==> src/rtl/i2s_serializer.sv <==
// rtl/i2s_serializer.sv - I2S transmitter: 16-bit stereo samples in 32-bit slots, MSB first
module i2s_serializer #(
    parameter int CLKDIV = 4
) (
    input  logic        clk,
    input  logic        reset_n,
    input  logic        ena,
    input  logic [15:0] d_l,
    input  logic [15:0] d_r,
    output logic        sample_stb,
    output logic        i2s_bclk,
    output logic        i2s_lrclk,
    output logic        i2s_sdata
);

    typedef enum logic {
        IDLE = 1'b0,
        RUN  = 1'b1
    } state_t;

    localparam logic [7:0] DIV_LAST = 8'(CLKDIV - 1);

    state_t      state_q, state_d;
    logic [7:0]  divcnt_q, divcnt_d;
    logic [5:0]  bitcnt_q, bitcnt_d;
    logic        bclk_q, bclk_d;
    logic        lrclk_q, lrclk_d;
    logic        sdata_q, sdata_d;
    logic        stb_q, stb_d;
    logic [15:0] shl_q, shl_d;
    logic [15:0] shr_q, shr_d;

    // Bit value for the slot that the next falling bclk edge will open.
    logic [5:0]  bit_nxt;
    logic [4:0]  slot;
    logic [15:0] word;
    logic [3:0]  bit_idx;
    logic        slot_bit;

    assign bit_nxt  = bitcnt_q + 6'd1;
    assign slot     = bit_nxt[4:0];
    assign word     = bit_nxt[5] ? shr_q : shl_q;
    assign bit_idx  = 4'(5'd16 - slot);
    assign slot_bit = (slot != 5'd0 && slot <= 5'd16) ? word[bit_idx] : 1'b0;

    always_ff @(posedge clk or negedge reset_n) begin
        if (!reset_n) begin
            state_q  <= IDLE;
            divcnt_q <= '0;
            bitcnt_q <= '0;
            bclk_q   <= 1'b0;
            lrclk_q  <= 1'b0;
            sdata_q  <= 1'b0;
            stb_q    <= 1'b0;
            shl_q    <= '0;
            shr_q    <= '0;
        end else begin
            state_q  <= state_d;
            divcnt_q <= divcnt_d;
            bitcnt_q <= bitcnt_d;
            bclk_q   <= bclk_d;
            lrclk_q  <= lrclk_d;
            sdata_q  <= sdata_d;
            stb_q    <= stb_d;
            shl_q    <= shl_d;
            shr_q    <= shr_d;
        end
    end

    always_comb begin
        state_d  = state_q;
        divcnt_d = divcnt_q;
        bitcnt_d = bitcnt_q;
        bclk_d   = bclk_q;
        lrclk_d  = lrclk_q;
        sdata_d  = sdata_q;
        stb_d    = 1'b0;
        shl_d    = shl_q;
        shr_d    = shr_q;
        case (state_q)
            IDLE: begin
                divcnt_d = '0;
                bitcnt_d = '0;
                bclk_d   = 1'b0;
                lrclk_d  = 1'b0;
                sdata_d  = 1'b0;
                if (ena) begin
                    state_d = RUN;
                    shl_d   = d_l;
                    shr_d   = d_r;
                    stb_d   = 1'b1;
                end
            end
            RUN: begin
                if (!ena) begin
                    // Abandon the frame; the next enable starts a fresh one.
                    state_d  = IDLE;
                    divcnt_d = '0;
                    bitcnt_d = '0;
                    bclk_d   = 1'b0;
                    lrclk_d  = 1'b0;
                    sdata_d  = 1'b0;
                end else if (divcnt_q == DIV_LAST) begin
                    divcnt_d = '0;
                    bclk_d   = ~bclk_q;
                    if (bclk_q) begin
                        bitcnt_d = bit_nxt;
                        lrclk_d  = bit_nxt[5];
                        sdata_d  = slot_bit;
                        if (bit_nxt == 6'd0) begin
                            shl_d = d_l;
                            shr_d = d_r;
                            stb_d = 1'b1;
                        end
                    end
                end else begin
                    divcnt_d = divcnt_q + 8'd1;
                end
            end
            default: state_d = IDLE;
        endcase
    end

    assign sample_stb = stb_q;
    assign i2s_bclk   = bclk_q;
    assign i2s_lrclk  = lrclk_q;
    assign i2s_sdata  = sdata_q;

endmodule
==> config.mk <==
export PLATFORM = sky130hd
export DESIGN_NAME = i2s_serializer
export DESIGN_NICKNAME = d
export VERILOG_FILES = /design/src/rtl/i2s_serializer.sv
export SDC_FILE = /design/constraint.sdc
export NUM_CORES = 1
export LEC_CHECK = 0
export CORE_ASPECT_RATIO = 1.4
export CORE_UTILIZATION = 45
export CTS_CLUSTER_SIZE = 16
export DETAILED_ROUTE_END_ITERATION = 6
export GPL_ROUTABILITY_DRIVEN = 0
export PLACE_DENSITY = 0.69
export SETUP_SLACK_MARGIN = 0.1
export SYNTH_ARGS = -nofsm -noshare
export SYNTH_HDL_FRONTEND = slang
export SYNTH_SLANG_ARGS = --single-unit
==> constraint.sdc <==
create_clock -name clk -period 4.95 [get_ports clk]
set_input_delay 0.99 -clock clk [delete_from_list [all_inputs] [get_ports clk]]
set_output_delay 0.99 -clock clk [all_outputs]
set_load 0.01 [all_outputs]
==> flow_summary.json <==
{
  "fin_hold_ws_ns": 0.481,
  "finalSetupTns_ns": 0,
  "die_h_um": 94.2,
  "grt_pass1_wl_mm": 8.42,
  "wl_mm": 4.97,
  "rr_endpoint": "shr_q[7]",
  "p_leak_nw": 1.40,
  "worstPathCellList": "clkdlybuf4s50_1",
  "cap_viol_max_count": 0,
  "startpoint": "bitcnt_q[5]",
  "initial_core_util_pct": 46.6,
  "fillCellCount": 511,
  "hp-class": "reg -> reg",
  "grt_pass1_vias": 1739,
  "syn_nets": 254,
  "ir_worst_vdd_mv": 0.166,
  "period_share_pct": 58.3,
  "final_core_util_pct": 55.2,
  "worst_clock_skew_ns": 0.00702,
  "ctsHoldBuffers": 0,
  "cts_sinks": 50,
  "crit_family": "flip-flops",
  "yosysWarnings": 0,
  "cts_tree": "done",
  "max_slew_margin_pct": 29.2,
  "vias": 1773,
  "io_pins": 39,
  "drtIter0Drc": 61,
  "synth_top_cell_by_area": "dfrtp_1",
  "worstPathMaxFanout": 23,
  "cp.arrival_ns": 1.89,
  "die_w_um": 67.8,
  "finalNetCount": 290,
  "clk_pin_slew_ns": 0.09,
  "io_buffers": 38,
  "routed_via_density": 5.47,
  "diodes": 0,
  "cp.required_ns": 3.96,
  "max_stage_delay_ns": 0.90,
  "yosys-top-cells-count": "dfrtp_1, mux2_4, nor2_1, nand2_1, mux2i_1",
  "std_cell_rows": 33,
  "syn_inst": 217,
  "synth_ff_type": "dfrtp_1",
  "root_buffer": "clkbuf_8",
  "clockBufferDepth": 2,
  "synth_area_leaders": "dfrtp_1, mux2_4, mux2i_1",
  "outcome": "finished, final reports clean",
  "cp-endpoint": "i2s_lrclk",
  "setup_viol": 0,
  "end_kind": "output port",
  "synth-edff-count": 0,
  "fin_area_sq_mm": 0.00324,
  "rrSetupSlack_ns": 2.30,
  "ys_types": 51,
  "crit_type": "reg -> out",
  "finalHoldViolations": 0,
  "grt_max_degree": 51,
  "die-area_sq_mm": 0.00639,
  "path_buf_inv": 1,
  "cts-resized-gates": 0,
  "slew_viol_final": 0,
  "worst_pin_slew_ns": 1.06,
  "avgSynthCellArea_sq_um": 12.6,
  "antenna_found_initial": 0,
  "cts_setup_buffers": 0,
  "critPathSlowestCell": "dfrtp_1",
  "placed_cell_area_sq_mm": 0.00309,
  "drt-pass1-iter-count": 4,
  "drc_errors": 0,
  "yosysMostFrequentCell": "dfrtp_1",
  "drive_gt1_share_pct": 21.3,
  "yosysTopAreaCellShare_pct": 45.8,
  "async_reset_ff_share_pct": 100,
  "dp_hpwl_mm": 3.48,
  "yosysSeqAreaShare_pct": 45.8,
  "area.growth.synth_to_final_pct": 18.6,
  "routedWlPerCell_um": 15.3,
  "worst_setup_path_start_kind": "flop",
  "rsz0062_at_grt": "false",
  "core_area_sq_mm": 0.00586,
  "cts.htree.levels": 2,
  "postRouteAntennaNets": 0,
  "syn_area_sq_mm": 0.00273,
  "clkLatencyLatePin_ns": 0.30,
  "cp_num_cells": 1,
  "synth-seq-cells": 50,
  "min_period_ns": 2.88,
  "max_freq_ghz": 0.347,
  "grt_overflow": 0,
  "grtUsageTotal_pct": 17.6,
  "p_per_area_mw_per_mm2": 295,
  "r2r_start": "bitcnt_q[0]",
  "reg2reg_depth": 7,
  "numCtsBuffers": 5
}
[report_power, final]
group	switching (mW)	internal, mW	total [mW]
registers	0.0280	0.449	0.477
logic	0.0396	0.0907	0.130
clock network	0.133	0.215	0.348
[layer usage]
metal	GRT usage [%]	up-vias	wire length [um]
met4	7.29	0	126
met3	3.76	13	156
met1	22.8	871	2220
met2	27.9	38	2460
met5	0	-	0
li1	-	851	-
[worst min-delay path by stage]
stage	startpoint	endpoint	slack [ns]	depth (start not counted)
2_1_floorplan	divcnt_q[0]	divcnt_q[0]	0.45	1
3_3_place_gp	divcnt_q[0]	divcnt_q[0]	0.47	1
3_5_place_dp	divcnt_q[0]	divcnt_q[0]	0.48	1
4_1_cts	divcnt_q[0]	divcnt_q[0]	0.49	1
5_1_grt	divcnt_q[0]	divcnt_q[0]	0.51	1
6_report	divcnt_q[0]	divcnt_q[0]	0.48	1
[area by class of cell]
class | instances | area [sq um] | share of cell area [%]
Clock buffer | 6 | 82.6 | 2.55
Multi-Input combinational cell | 151 | 1350 | 41.7
Timing Repair Buffer | 39 | 383 | 11.8
Clock inverter | 2 | 60.1 | 1.86
Inverter | 6 | 22.5 | 0.696
Tap cell | 70 | 87.6 | 2.71
Sequential cell | 50 | 1250 | 38.7
[cell usage in the layout (no fill, tap or decap), types with 3 or more instances in the layout]
master           netlist  routed
dfrtp_1               50      50
clkdlybuf4s50_1        0      37
mux2_4                29      29
nor2_1                18      18
nand2_1               12      12
mux2i_1                8       8
nand3_1                7       7
mux2_2                 7       7
xnor2_1                6       6
xor2_1                 6       6
inv_1                  6       6
a21oi_1                6       6
clkbuf_8               0       6
nand4_1                4       4
and3_1                 3       3
o21ai_0                3       3
nor3b_1                3       3
nor3_1                 3       3
[sequential cells by signal (all words and copies together), names as in the netlist]
| register | count |
|---|---|
| bitcnt_q | 6 |
| divcnt_q | 8 |
| i2s_bclk | 1 |
| i2s_sdata | 1 |
| sample_stb | 1 |
| shl_q | 16 |
| shr_q | 16 |
| state_q | 1 |
[through the flow]
stage          worst slack [ns]  std cells  power [mW]
3_3_place_gp               2.33        316       0.614
6_report                   2.07        324       0.955
4_1_cts                    2.07        324       0.967
3_5_place_dp               2.32        316       0.616
2_1_floorplan              2.90        217       0.564
5_1_grt                    1.99        324       0.996
[cells by family after synthesis]
family | share of synthesized area (%)
compound gates | 7.20
xor+xnor | 4.45
flops | 45.8
mux | 22.6
buf+inv | 4.72
simple gates | 14.3
fa+ha+maj | 0.916
Note: power is estimated with default switching activity, not from simulation.
